===== src/rtl/uart_pkg.sv =====
// Shared UART definitions: line states, parity/level constants, parity helper.
// Imported by the transmitter and, later, the receiver.
package uart_pkg;

  typedef enum logic [2:0] {
    IDLE   = 3'd0,
    START  = 3'd1,
    DATA   = 3'd2,
    PARITY = 3'd3,
    STOP   = 3'd4
  } tx_state_t;

  localparam logic PARITY_EVEN = 1'b0;
  localparam logic PARITY_ODD  = 1'b1;
  localparam logic IDLE_LEVEL  = 1'b1;
  localparam logic START_LEVEL = 1'b0;

  // Callers zero-extend narrower data; extra zero bits do not change the XOR.
  function automatic logic parity_bit(input logic [8:0] d, input logic ptype);
    return (^d) ^ (ptype == PARITY_ODD);
  endfunction

endpackage


===== src/rtl/uart_baud_tick.sv =====
// Bit-period divider: bit_tick on the last of every CLKS_PER_BIT enabled cycles.
// Latency: first tick CLKS_PER_BIT-1 cycles after enable rises; no backpressure, held at 0 while disabled.
module uart_baud_tick #(
  parameter int CLKS_PER_BIT = 16
) (
  input  logic clk,
  input  logic rst,
  input  logic enable,
  output logic bit_tick
);

  localparam int CW = (CLKS_PER_BIT > 1) ? $clog2(CLKS_PER_BIT) : 1;
  localparam logic [CW-1:0] LAST = CW'(CLKS_PER_BIT - 1);

  logic [CW-1:0] cnt;

  always_ff @(posedge clk) begin
    if (!rst) begin
      cnt <= '0;
    end else if (!enable || cnt == LAST) begin
      cnt <= '0;
    end else begin
      cnt <= cnt + CW'(1);
    end
  end

  assign bit_tick = enable && (cnt == LAST);

endmodule


===== src/rtl/uart_tx_frame.sv =====
// Parametrised UART transmitter: start, DATA_WIDTH bits LSB first, optional parity, 1 or 2 stops.
// Latency: start bit on the line from the accepting edge; Data_Valid ignored while busy (no queue).
module uart_tx_frame
  import uart_pkg::*;
#(
  parameter int DATA_WIDTH   = 8,
  parameter int CLKS_PER_BIT = 16
) (
  input  logic                  clk,
  input  logic                  rst,
  input  logic                  Data_Valid,
  input  logic [DATA_WIDTH-1:0] P_Data,
  input  logic                  parity_enable,
  input  logic                  Parity_Type,
  input  logic                  stop_two,
  output logic                  busy,
  output logic                  TX_OUT,
  output logic                  tx_done
);

  localparam int IW = $clog2(DATA_WIDTH + 1);
  localparam logic [IW-1:0] LAST_DATA = IW'(DATA_WIDTH - 1);

  tx_state_t             state, state_nxt;
  logic [DATA_WIDTH-1:0] shift, shift_nxt;
  logic [IW-1:0]         idx, idx_nxt;
  logic                  par_bit, par_bit_nxt;
  logic                  par_en, par_en_nxt;
  logic                  two_stop, two_stop_nxt;
  logic                  tx_q, tx_nxt;
  logic                  done;
  logic                  bit_tick;

  uart_baud_tick #(
    .CLKS_PER_BIT(CLKS_PER_BIT)
  ) u_baud (
    .clk     (clk),
    .rst     (rst),
    .enable  (state != IDLE),
    .bit_tick(bit_tick)
  );

  always_comb begin
    state_nxt    = state;
    shift_nxt    = shift;
    idx_nxt      = idx;
    par_bit_nxt  = par_bit;
    par_en_nxt   = par_en;
    two_stop_nxt = two_stop;
    done         = 1'b0;
    tx_nxt       = IDLE_LEVEL;

    case (state)
      IDLE: begin
        if (Data_Valid) begin
          state_nxt    = START;
          shift_nxt    = P_Data;
          par_bit_nxt  = parity_bit(9'(P_Data), Parity_Type);
          par_en_nxt   = parity_enable;
          two_stop_nxt = stop_two;
        end
      end
      START: begin
        if (bit_tick) state_nxt = DATA;
      end
      DATA: begin
        if (bit_tick) begin
          if (idx == LAST_DATA) begin
            state_nxt = par_en ? PARITY : STOP;
          end else begin
            idx_nxt   = idx + IW'(1);
            shift_nxt = shift >> 1;
          end
        end
      end
      PARITY: begin
        if (bit_tick) state_nxt = STOP;
      end
      STOP: begin
        // idx counts completed stop bits; the last one is index 0 or 1.
        if (bit_tick) begin
          if (idx == IW'(two_stop)) begin
            state_nxt = IDLE;
            done      = 1'b1;
          end else begin
            idx_nxt = idx + IW'(1);
          end
        end
      end
      default: state_nxt = IDLE;
    endcase

    if (state_nxt != state) idx_nxt = '0;

    // Line level is computed for the upcoming state so TX_OUT is a plain flop.
    case (state_nxt)
      START:   tx_nxt = START_LEVEL;
      DATA:    tx_nxt = shift_nxt[0];
      PARITY:  tx_nxt = par_bit_nxt;
      default: tx_nxt = IDLE_LEVEL;
    endcase
  end

  always_ff @(posedge clk) begin
    if (!rst) begin
      state    <= IDLE;
      shift    <= '0;
      idx      <= '0;
      par_bit  <= 1'b0;
      par_en   <= 1'b0;
      two_stop <= 1'b0;
      tx_q     <= IDLE_LEVEL;
    end else begin
      state    <= state_nxt;
      shift    <= shift_nxt;
      idx      <= idx_nxt;
      par_bit  <= par_bit_nxt;
      par_en   <= par_en_nxt;
      two_stop <= two_stop_nxt;
      tx_q     <= tx_nxt;
    end
  end

  assign TX_OUT  = tx_q;
  assign busy    = (state != IDLE);
  assign tx_done = done;

endmodule


===== config.mk =====
export PLATFORM = sky130hd
export DESIGN_NAME = uart_tx_frame
export DESIGN_NICKNAME = d
export VERILOG_FILES = /design/src/rtl/uart_pkg.sv /design/src/rtl/uart_baud_tick.sv /design/src/rtl/uart_tx_frame.sv
export SDC_FILE = /design/constraint.sdc
export NUM_CORES = 1
export LEC_CHECK = 0
export CAP_MARGIN = 20
export CELL_PAD_IN_SITES_DETAIL_PLACEMENT = 1
export CELL_PAD_IN_SITES_GLOBAL_PLACEMENT = 1
export CORE_ASPECT_RATIO = 1.2
export CORE_MARGIN = 10
export CORE_UTILIZATION = 33
export DETAILED_ROUTE_END_ITERATION = 10
export PLACE_DENSITY_LB_ADDON = 0.12
export REMOVE_ABC_BUFFERS = 1
export SLEW_MARGIN = 5
export SYNTH_ARGS = -nofsm -noshare
export SYNTH_HDL_FRONTEND = slang
export SYNTH_SLANG_ARGS = --single-unit
export TNS_END_PERCENT = 50

===== constraint.sdc =====
create_clock -name clk -period 4.6 [get_ports clk]
set_clock_uncertainty 0.05 [all_clocks]
set_input_delay 0.92 -clock clk [delete_from_list [all_inputs] [get_ports clk]]
set_output_delay 0.92 -clock clk [all_outputs]
set_load 0.005 [all_outputs]

==> impl_metrics.toml <==
[route]
wl_um = 3460
drt_first_pass_iters = 4
routedWlPerCell_um = 16.8
ant_nets = 0
drc = 0
drt_iter0_markers = 37
via_per_inst = 5.32
num_vias = 1095

[timing]
period_share_pct = 64.2
fmax_mhz = 338
fin_tns_setup_ns = 0
fin_hold_ws_ns = 0.409
tightest_slew_ns = 0.598
drv_slew = 0
relSlewSlack_pct = 60.1
fin_crit_ns = 2.96
final-hold-violation-count = 0
finalSetupViolCount = 0
setup_slack_ns = 1.64
grt_setup_unrepaired = "false"

[yosys]
synthAdderAreaFrac_pct = 1.87
synth-simple-area-share_pct = 26.3
synth_cells = 139
synth_xor_area_share_pct = 10.1
yosys.area.top_type = "dfxtp_1"
synthArstFlopShare_pct = 0
synth_area_leaders = "dfxtp_1 (34%), xnor2_1 (5.2%), nor2b_1 (4.7%), a222oi_1 (4.5%), nor2_1 (3.1%)"
synth_compound_area_share_pct = 22.5
synth_edf_count = 0
synth_top_area_share_pct = 34.5
mappedNetlistArea_mm2 = 0.00134
ys_ff_latch = 23
ys_types = 50
synth.mux.area_fraction_pct = 0.749
yosysSeqAreaShare_pct = 34.5
yosys_warnings = 0
synthFlopType = "dfxtp_1"
synth_top_family_by_area = "simple AND/OR/NAND/NOR gates"
synth.avg_cell_area_um2 = 9.61

[placement]
placedCellCount = 202
port_buffers = 16
gp_congestion = 0.744
dp_slack_ns = 1.73
hpwl_um = 2680

[finish]
final_common_cell = "dfxtp_1"
drive_above_1_share_pct = 11.8
fin_cells = 206
areaGrowthSynthToFinish_pct = 17.9
diodes = 0
layout_common_cells = "dfxtp_1 (23), clkdlybuf4s50_1 (16), nor2_1 (11), nor2b_1 (10), xnor2_1 (8)"
fin_nets = 169
fillers = 470

[clock_tree]
cts_tree = "done"
postCtsSetupBuffers = 0
ctsRootBufferMaster = "clkbuf_8"
clk_pin_slew_ns = 0.09
htreeDepth = 1
clock_path_buffers = 2
clock_latency_ns = 0.27
cts_buffers = 3
cts-hold-fix-buffers = 0
cts_sinks = 23
cts-resized-gates = 0

[power]
combPwrFrac_pct = 17.5
p_switching_uw = 107
internal-power_uw = 308
power.leakage_nw = 0.536
power_switching_share_pct = 25.7
seqPwrFrac_pct = 51.8
vdd_drop_max_mv = 0.0834
pwr_density_cell_mw_per_mm2 = 264
power_frac_clock_pct = 30.7

[die]
start_util_pct = 33.9
ios = 17
die_h_um = 89.7
rows = 25
die_width_um = 78.1
coreArea_mm2 = 0.00394
die_area_mm2 = 0.00701

[setup_path]
critPathKind = "reg -> out"
cp_data_arrival_time_ns = 1.99
worstPathMaxFanout = 6
cp_data_required_time_ns = 3.63
crit_path_end_kind = "output pin"
startpoint_type = "flip-flop"

[status]
status = "completed"

[hold_path]
hold_path_class = "reg -> reg"

[global_routing]
grt_pass1_wl_um = 6050
overflow = 0
grt_pass1_vias = 1262
gr-usage-all-layers_pct = 10.3
antenna_found_initial = 0
grt_max_degree = 19

[flow_run]
drv_cap = 0
-- metrics by stage --
stage	utilization (%)	power [mW]	cell area, um2
after floorplan	-	0.264	1300
after global placement	38.8	0.292	1530
after detailed placement	38.8	0.294	1530
after CTS	40.0	0.425	1580
after global routing	40.0	0.442	1580
final	40.0	0.415	1580
-- sequential cells by signal, indices dropped and copies added (netlist names) --
name,flops
shift,8
idx,4
u_baud.cnt,4
state,3
TX_OUT,1
par_bit,1
par_en,1
two_stop,1
-- critical path, cell delays in order, from the launching register on --
cell	delay, ns
dfxtp_1	0.38
or3_4	0.41
nor3_4	0.23
and3_2	0.20
clkdlybuf4s50_1	0.50
-- power by group through the flow --
stage | sequential, mW | clock [mW] | combinational (mW)
6_report | 0.215 | 0.127 | 0.0726
5_1_grt | 0.217 | 0.144 | 0.0811
4_1_cts | 0.215 | 0.135 | 0.0745
3_5_place_dp | 0.220 | 0 | 0.0741
3_3_place_gp | 0.220 | 0 | 0.0718
2_1_floorplan | 0.218 | 0 | 0.0466
-- cells by family (layout without fill, tap and decap cells) --
logic type	count (synthesis)	in the layout
AO/OA/AOI/OAI	33	33
flip-flops	23	23
multiplexers	1	1
adder cells (fa/ha/maj)	2	2
AND/OR/NAND/NOR	55	55
buffers and inverters	12	25
XOR/XNOR	13	13
-- final cells by class --
| class | instances | area, um2 | share of cell area, % |
|---|---|---|---|
| multi-input combinational | 104 | 822 | 52.2 |
| sequential | 23 | 460 | 29.2 |
| timing repair buffer | 16 | 160 | 10.2 |
| tap | 54 | 67.6 | 4.29 |
| clock buffer | 3 | 41.3 | 2.62 |
| inverter | 5 | 18.8 | 1.19 |
| clock inverter | 1 | 5.00 | 0.318 |
-- final timing paths --
check | from | to | cells past startpoint | slack, ns
max reg2reg | u_baud.cnt[0]$_SDFF_PP0_ | TX_OUT$_SDFF_PN1_ | 6 | 2.39
min reg2reg | u_baud.cnt[0]$_SDFF_PP0_ | u_baud.cnt[0]$_SDFF_PP0_ | 1 | 0.41
max | idx[2]$_SDFFE_PP0P_ | tx_done | 4 | 1.64
min | u_baud.cnt[0]$_SDFF_PP0_ | u_baud.cnt[0]$_SDFF_PP0_ | 1 | 0.41
-- Yosys cell counts, types with 2 or more instances --
master	instances
ha_1	2
a211oi_1	3
or3_1	2
xor2_1	3
xnor2_1	8
a222oi_1	6
nor2b_1	10
dfxtp_1	23
clkbuf_1	4
nand2_1	5
nand2b_1	3
and2_1	5
a21oi_1	5
nand3_1	3
nor3_1	2
nor2_1	11
and3_1	3
a2111oi_2	2
o21ai_2	2
buf_4	2
a21boi_0	2
inv_1	5
-- routing by layer --
| metal | wire (um) | track usage [%] |
|---|---|---|
| met5 | 0 | 0 |
| met4 | 19 | 3.14 |
| met3 | 85 | 1.69 |
| met2 | 1930 | 19.2 |
| met1 | 1430 | 11.4 |
Note: power is estimated with default switching activity, not from simulation.
